<file path="config.mk">
export PLATFORM = sky130hd
export DESIGN_NAME = mem_arbiter_flat
export DESIGN_NICKNAME = d
export VERILOG_FILES = /design/src/rtl/riscape_pkg.sv /design/src/rtl/mem_arbiter_if.sv /design/src/rtl/wait_timer.sv /design/src/rtl/mem_arbiter.sv /design/src/flat_wrapper.sv
export SDC_FILE = /design/constraint.sdc
export NUM_CORES = 1
export LEC_CHECK = 0
export CAP_MARGIN = 20
export CORE_AREA = 3 3 105 107
export CTS_BUF_LIST = sky130_fd_sc_hd__clkbuf_8
export CTS_CLUSTER_SIZE = 25
export DETAILED_ROUTE_END_ITERATION = 8
export DIE_AREA = 0 0 108 110
export DONT_BUFFER_PORTS = 1
export GPL_TIMING_DRIVEN = 0
export PLACE_DENSITY = 0.87
export SLEW_MARGIN = 20
export SYNTH_ARGS = -nofsm -noshare
export SYNTH_HDL_FRONTEND = slang
export SYNTH_SLANG_ARGS = --single-unit
</file>
<file path="constraint.sdc">
create_clock -name clk -period 3.6 [get_ports clk]
set_input_delay 0.54 -clock clk [delete_from_list [all_inputs] [get_ports clk]]
set_output_delay 0.54 -clock clk [all_outputs]
set_load 0.1 [all_outputs]
</file>
<file path="src/rtl/riscape_pkg.sv">
// Shared types for the riscape memory arbiter.
// Arbiter states, grant encoding and the grant priority rule.
package riscape_pkg;

  typedef enum logic [1:0] {
    IDLE,
    IACC,
    DACC
  } arb_state_t;

  typedef enum logic {
    GRANT_FETCH,
    GRANT_DATA
  } grant_t;

  // Data wins unless it won last time and fetch is also waiting.
  function automatic logic data_wins(
    input logic   dreq,
    input logic   ireq,
    input grant_t last
  );
    return dreq && !((last == GRANT_DATA) && ireq);
  endfunction

endpackage

</file>
<file path="src/rtl/mem_arbiter_if.sv">
// Memory-side bus of the unified I/D memory arbiter.
// master = arbiter, slave = memory.
interface mem_arbiter_if #(
  parameter int ADDR_W = 32,
  parameter int DATA_W = 32
);

  logic                  mem_req;
  logic                  mem_we;
  logic [ADDR_W-1:0]     mem_addr;
  logic [DATA_W-1:0]     mem_wdata;
  logic [DATA_W/8-1:0]   mem_be;
  logic [DATA_W-1:0]     mem_rdata;
  logic                  mem_ready;

  modport master (
    output mem_req,
    output mem_we,
    output mem_addr,
    output mem_wdata,
    output mem_be,
    input  mem_rdata,
    input  mem_ready
  );

  modport slave (
    input  mem_req,
    input  mem_we,
    input  mem_addr,
    input  mem_wdata,
    input  mem_be,
    output mem_rdata,
    output mem_ready
  );

endinterface

</file>
<file path="src/rtl/wait_timer.sv">
// Saturating wait-state counter for the memory arbiter.
// expired is high while the count equals TIMEOUT.
module wait_timer #(
  parameter int TIMEOUT = 255
) (
  input  logic clk,
  input  logic reset,
  input  logic clr,
  input  logic en,
  output logic expired
);

  localparam int CW = $clog2(TIMEOUT + 1);
  localparam logic [CW-1:0] LIMIT = CW'(TIMEOUT);

  logic [CW-1:0] cnt;

  always_ff @(posedge clk or negedge reset) begin
    if (!reset) begin
      cnt <= '0;
    end else if (clr) begin
      cnt <= '0;
    end else if (en && !expired) begin
      cnt <= cnt + 1'b1;
    end
  end

  assign expired = (cnt == LIMIT);

endmodule

</file>
<file path="src/rtl/mem_arbiter.sv">
// Unified instruction/data memory arbiter for the RV32 pipeline.
// Grants F and M stage accesses onto one registered memory port.
module mem_arbiter
  import riscape_pkg::*;
#(
  parameter int ADDR_W  = 32,
  parameter int DATA_W  = 32,
  parameter int TIMEOUT = 255
) (
  input  logic                clk,
  input  logic                reset,
  input  logic                IReqF,
  input  logic [ADDR_W-1:0]   IAddrF,
  input  logic                DReqM,
  input  logic                DWeM,
  input  logic [ADDR_W-1:0]   DAddrM,
  input  logic [DATA_W-1:0]   DWDataM,
  input  logic [DATA_W/8-1:0] DBeM,
  mem_arbiter_if.master       mem,
  output logic [DATA_W-1:0]   InstrF,
  output logic                IValidF,
  output logic [DATA_W-1:0]   ReadDataM,
  output logic                DValidM,
  output logic                StallF,
  output logic                StallM,
  output logic                bus_err
);

  arb_state_t state;
  grant_t     last_grant;

  logic busy;
  logic done;
  logic expired;
  logic pick_d;
  logic pick_i;
  logic grant;

  assign busy   = (state != IDLE);
  assign done   = !busy || mem.mem_ready || expired;
  assign pick_d = data_wins(DReqM, IReqF, last_grant);
  assign pick_i = IReqF && !pick_d;
  assign grant  = done && (pick_d || pick_i);

  wait_timer #(
    .TIMEOUT (TIMEOUT)
  ) u_timer (
    .clk     (clk),
    .reset   (reset),
    .clr     (grant),
    .en      (busy && !mem.mem_ready),
    .expired (expired)
  );

  assign StallF = IReqF && !IValidF;
  assign StallM = DReqM && !DValidM;

  always_ff @(posedge clk or negedge reset) begin
    if (!reset) begin
      state         <= IDLE;
      last_grant    <= GRANT_FETCH;
      mem.mem_req   <= 1'b0;
      mem.mem_we    <= 1'b0;
      mem.mem_addr  <= '0;
      mem.mem_wdata <= '0;
      mem.mem_be    <= '0;
      InstrF        <= '0;
      IValidF       <= 1'b0;
      ReadDataM     <= '0;
      DValidM       <= 1'b0;
      bus_err       <= 1'b0;
    end else begin
      IValidF <= 1'b0;
      DValidM <= 1'b0;

      // Completion or abort: an aborted access returns zero data.
      if (busy && done) begin
        if (state == IACC) begin
          InstrF  <= mem.mem_ready ? mem.mem_rdata : '0;
          IValidF <= 1'b1;
        end else begin
          if (!mem.mem_we) begin
            ReadDataM <= mem.mem_ready ? mem.mem_rdata : '0;
          end
          DValidM <= 1'b1;
        end
        if (!mem.mem_ready) begin
          bus_err <= 1'b1;
        end
      end

      if (done) begin
        unique case (1'b1)
          pick_d: begin
            state         <= DACC;
            last_grant    <= GRANT_DATA;
            mem.mem_req   <= 1'b1;
            mem.mem_we    <= DWeM;
            mem.mem_addr  <= DAddrM;
            mem.mem_wdata <= DWDataM;
            mem.mem_be    <= DBeM;
          end
          pick_i: begin
            state        <= IACC;
            last_grant   <= GRANT_FETCH;
            mem.mem_req  <= 1'b1;
            mem.mem_we   <= 1'b0;
            mem.mem_addr <= IAddrF;
          end
          default: begin
            state       <= IDLE;
            mem.mem_req <= 1'b0;
          end
        endcase
      end
    end
  end

endmodule

</file>
<file path="src/flat_wrapper.sv">
// flat-port wrapper written by rule: the top's interface ports become plain ports
module mem_arbiter_flat import riscape_pkg::*;
#(
  parameter int ADDR_W  = 32,
  parameter int DATA_W  = 32,
  parameter int TIMEOUT = 255
)
  (clk, reset, IReqF, IAddrF, DReqM, DWeM, DAddrM, DWDataM, DBeM, InstrF, IValidF, ReadDataM, DValidM, StallF, StallM, bus_err, mem_mem_req, mem_mem_we, mem_mem_addr, mem_mem_wdata, mem_mem_be, mem_mem_rdata, mem_mem_ready);
  mem_arbiter_if #(.ADDR_W(ADDR_W), .DATA_W(DATA_W)) mem_i ();
  input  logic clk;
  input  logic reset;
  input  logic IReqF;
  input  logic [ADDR_W-1:0] IAddrF;
  input  logic DReqM;
  input  logic DWeM;
  input  logic [ADDR_W-1:0] DAddrM;
  input  logic [DATA_W-1:0] DWDataM;
  input  logic [DATA_W/8-1:0] DBeM;
  output logic [DATA_W-1:0] InstrF;
  output logic IValidF;
  output logic [DATA_W-1:0] ReadDataM;
  output logic DValidM;
  output logic StallF;
  output logic StallM;
  output logic bus_err;
  output wire logic [$bits(mem_i.mem_req)-1:0] mem_mem_req;
  output wire logic [$bits(mem_i.mem_we)-1:0] mem_mem_we;
  output wire logic [$bits(mem_i.mem_addr)-1:0] mem_mem_addr;
  output wire logic [$bits(mem_i.mem_wdata)-1:0] mem_mem_wdata;
  output wire logic [$bits(mem_i.mem_be)-1:0] mem_mem_be;
  input wire logic [$bits(mem_i.mem_rdata)-1:0] mem_mem_rdata;
  input wire logic [$bits(mem_i.mem_ready)-1:0] mem_mem_ready;
  assign mem_mem_req = mem_i.mem_req;
  assign mem_mem_we = mem_i.mem_we;
  assign mem_mem_addr = mem_i.mem_addr;
  assign mem_mem_wdata = mem_i.mem_wdata;
  assign mem_mem_be = mem_i.mem_be;
  assign mem_i.mem_rdata = mem_mem_rdata;
  assign mem_i.mem_ready = mem_mem_ready;
  mem_arbiter #(.ADDR_W(ADDR_W), .DATA_W(DATA_W), .TIMEOUT(TIMEOUT)) u_core (.clk(clk), .reset(reset), .IReqF(IReqF), .IAddrF(IAddrF), .DReqM(DReqM), .DWeM(DWeM), .DAddrM(DAddrM), .DWDataM(DWDataM), .DBeM(DBeM), .mem(mem_i), .InstrF(InstrF), .IValidF(IValidF), .ReadDataM(ReadDataM), .DValidM(DValidM), .StallF(StallF), .StallM(StallM), .bus_err(bus_err));
endmodule
</file>
* Word level (Yosys, flattened, before mapping) *
Index checks and enable logic that the tools add are counted.
W data, S select, Z words.

storage, ports and cells
  bits in registers = 148
  input bits = 138
  output and inout bits = 139

operators by class
  add/sub/neg operators = 1
  eq/ne operators = 2
  mux-type cells = 12
  bitwise operators = 3
  reduce and logical (&&, ||, !) cells = 28

operators with widths
  kind                   number
  $pmux W32 S2           1
  $mux W32               1
  $mux W8                2
  $logic_and A1 B1 Y1    9
  $add A8 B1 Y8 const B  1
  $eq A8 B8 Y1 const B   1
  $reduce_and A2 Y1      4
  $logic_not A1 Y1       7
  $reduce_bool A2 Y1     3
  $mux W1                5
  $pmux W1 S2            2
  $pmux W2 S2            1
  $logic_or A1 B1 Y1     3
  $not A1 Y1             3
  $reduce_and A3 Y1      1
  $eq A2 B1 Y1 const B   1
  $reduce_or A2 Y1       1

* Logic depth before layout (Yosys ltp) *
  depth after elaboration = 8
  gate-level depth with buffers = 7
  gate-level depth less buffers = 5

* Hierarchy *
Synthesis repeated with hierarchy kept, for this count alone.

second synthesis, totals
  cell total of the unflattened synthesis = 441
  area, all modules = 6432.4 µm²

by module, submodules not included
  module       times used  cells an instance  area each (µm²)
  mem_arbiter  1           394                5963.2
  wait_timer   1           47                 469.2

* Worst setup path after synthesis *
Ideal clock, no wire load.

  path kind = reg-to-output
  start = register u_core.IValidF
  end = output StallF
  data arrival time = 2.211 ns
  data required time = 3.060 ns
  path slack = 0.849 ns
  cell stages (with the launch flop) = 2
  buffers on the path = 0
  cell sequence = dfrtp_1 > nor2b_1

between the ends
  longest elaborated chain between the ends = 2

RTL lines
  what                    RTL line            source
  from (decl)             mem_arbiter.sv:21   output logic IValidF,
  from (signal assigned)  mem_arbiter.sv:68   IValidF <= 1'b0;
  from (signal assigned)  mem_arbiter.sv:73   IValidF <= 1'b0;
  from (signal assigned)  mem_arbiter.sv:80   IValidF <= 1'b1;
  $logic_not A1 Y1        mem_arbiter.sv:55   assign StallF = IReqF && !IValidF;
  $logic_and A1 B1 Y1     mem_arbiter.sv:55
  to (decl)               flat_wrapper.sv:23  output logic StallF;

Every way passes these cells.

* Worst setup path in the final report *
  start = register u_core.DValidM
  end = output StallM

between the ends
  longest elaborated chain between the ends = 2

RTL lines
  what                    RTL line            source
  from (decl)             mem_arbiter.sv:23   output logic DValidM,
  from (signal assigned)  mem_arbiter.sv:70   DValidM <= 1'b0;
  from (signal assigned)  mem_arbiter.sv:74   DValidM <= 1'b0;
  from (signal assigned)  mem_arbiter.sv:85   DValidM <= 1'b1;
  $logic_not A1 Y1        mem_arbiter.sv:56   assign StallM = DReqM && !DValidM;
  $logic_and A1 B1 Y1     mem_arbiter.sv:56
  to (decl)               flat_wrapper.sv:24  output logic StallM;

Every way passes these cells.

==> qor.txt <==
Flops & latches, synth: 148
DIE WIDTH: 108 um
Final hold vios: 148
Clk Tree Root Cell: clkbuf_8
Fmax: 365.1 MHz
Clk_lat worst skew: 0.45 ns
Failing checks: hold timing
Syn avg cell area: 13.02 um^2
Final wirelength: 14440 um
Buf+Inv Stages, Crit Path: 0
Vias in the first global route: 4087
Total Routing Usage GR: 0.2333
Clock-pin transition on the worst setup and hold timing paths: 0.08 ns
Syn Inst Count: 477
Row count: 37
Starting Density: 0.6071
Worst-path maximum fanout: 2
Nets@finish: 635
Most frequent cells in the layout: 148 x dfrtp_1, 68 x o21ai_0, 51 x mux2_2
Crit path launch type: flop
CP max stage delay: 1.00 ns
First-pass GRT wire length: 21070 um
Reg2reg end: u_core.ReadDataM[11]
Synth-to-Final Area Change: 9.428%
Fin. max-slew vios: 0
Worst reg2reg setup slack: 1.35 ns
Crit path max-delay family: simple AND/OR/NAND/NOR gates
Rel. slew slack: 0.2781
Synth Warn #: 0
Initial DRT Pass Iterations: 4
CTS tree: built
Final min period: 2.739 ns
Antenna violations before repair: 0
Status: finished with violations
Clock sinks: 148
Bufs on Longest Clock Path: 2
Antenna cells: 0
PortBufs: 0
DRT iter0 DRCs: 271
Postcts setup bufs: 0
RSZ-0062 raised after global routing: false
Fin util: 0.6643
Final ANT Viol Nets: 0
Worst R2R Start: u_core.mem.mem_we
Worst Path Arrival: 2.20 ns
Critical Path RT: 3.06 ns
Synth unique cells: 38
IO Pins: 277
Final worst-path cycle share: 0.7608
Post-synth net total: 616
Layout cells sized above 1: 0.2141
Drt drc: 0
Gr ovfl total: 0
Gpl congestion: 0.8279
Vias per cell: 6.236
Critical-path top delay cell: nor2_2
Clock buffer count from CTS: 17
Drt wl/cell: 22.38 um
Htree depth: 4
WS Path Type: reg2out
MaxCap Viol Count: 0
Hold crit path type: in2async
Reg2Reg Depth: 5
Final hold slack: -0.2237 ns
Fin Clk Skew: 0.008470 ns
Crit-path cells: nor2_2
Core ar.: 10230 um^2
Final setup viols: 0
Slew of the pin with the lowest slew margin: 1.082 ns
Dpl ws: 1.324 ns
DR vias: 4022
Critical path origin: u_core.DValidM
Sequential element share of the synthesized area: 0.5963
DIE AREA: 11880 um^2
Commonest non-fill, non-tap cell in the layout: dfrtp_1
Hpwl dp: 10390 um
Largest net degree at the start of global routing: 149
PnR worst setup slack: 0.8611 ns
Chip height: 110 um
CP Capture Type: primary output
Synth Cell Area: 6211 um^2
Setup TNS: 0 ns
-- worst max path at each step --
stage              to  slack (ns)  depth (start not counted)
6_report       StallM        0.86                          1
5_1_grt        StallM        0.76                          1
4_1_cts        StallM        0.82                          1
3_5_place_dp   StallM        1.32                          1
3_3_place_gp   StallF        0.80                          1
2_1_floorplan  StallF        0.85                          1
-- cell type report --
class	count	area [um^2]
clock inverter	14	162.7
fill	750	3435
clock buffer	18	247.7
sequential	148	3704
buffer	31	163.9
inverter	12	45.04
multi-input combinational	286	2303
tap	136	170.2
-- routing by layer --
layer / global-route usage / share of wire / vias up
met3: 0.08678 / 0.093 / 30
met4: 0.09648 / 0.023 / 0
li1: - / - / 1757
met5: 0 / 0 / -
met1: 0.2680 / 0.36 / 2019
met2: 0.3965 / 0.52 / 216
-- worst reg2reg max path: stages (launching register included) --
cell and delay, ns:
dfrtp_1 0.98, nor2b_1 0.11, buf_1 0.21, nand2_1 0.20, clkbuf_1 0.45, a22o_1 0.23
-- cells in the mapped netlist (all sizes together) --
master	number	share of area
mux2	58	0.11
o21ai	72	0.060
a211o	4	0.0056
ha	1	0.0020
and2	22	0.022
a211oi	1	0.0032
buf	12	0.015
xor2	1	0.0014
and3	6	0.0060
inv	12	0.0073
o211ai	1	0.0012
nor3	4	0.0032
a31oi	1	0.0034
or3	1	0.0010
nand3b	1	0.0032
nand4	1	0.0010
o21a	1	0.0012
nand3	7	0.0056
dfrtp	148	0.60
o21ba	1	0.0016
clkbuf	19	0.011
o21bai	1	0.0018
nor2b	2	0.0020
a32o	10	0.016
mux2i	42	0.068
nor3b	2	0.0024
a22o	23	0.032
nand2	14	0.0085
a21o	3	0.0036
nor2	6	0.0036
-- state kept, by name, indices dropped and copies added (netlist names) --
name,flops
u_core.InstrF,32
u_core.ReadDataM,32
u_core.mem.mem_addr,32
u_core.mem.mem_wdata,32
u_core.u_timer.cnt,8
u_core.mem.mem_be,4
u_core.state,2
u_core.DValidM,1
u_core.IValidF,1
u_core.bus_err,1
u_core.last_grant,1
u_core.mem.mem_req,1
u_core.mem.mem_we,1
-- what timing repair did --
item                       4_1_cts  5_1_grt
hold endpoints to repair       148      148
gates resized for setup          0        0
setup endpoints to repair        0        0
-- cells by family after synthesis --
kind of cell             after synthesis  share of synthesized area
buffers and inverters                 43                    0.03364
flip-flops                           148                     0.5963
XOR/XNOR                               1                   0.001410
adder cells (fa/ha/maj)                1                   0.002014
AND/OR/NAND/NOR                       66                    0.05882
AO/OA/AOI/OAI                        118                     0.1307
multiplexers                         100                     0.1771
-- stage by stage --
| stage | cells | hold slack, ns | instance area (um^2) |
|---|---|---|---|
| after floorplan | 477 | 0.2444 | 6211 |
| after global placement | 613 | 0.2473 | 6381 |
| after detailed placement | 613 | 0.2465 | 6386 |
| after CTS | 645 | -0.2505 | 6797 |
| after global routing | 645 | -0.2573 | 6797 |
| final | 645 | -0.2237 | 6797 |
Power is left out: the tool's default activity adds up to more than one toggle a clock period on the data nets, which glitch-free logic cannot reach.
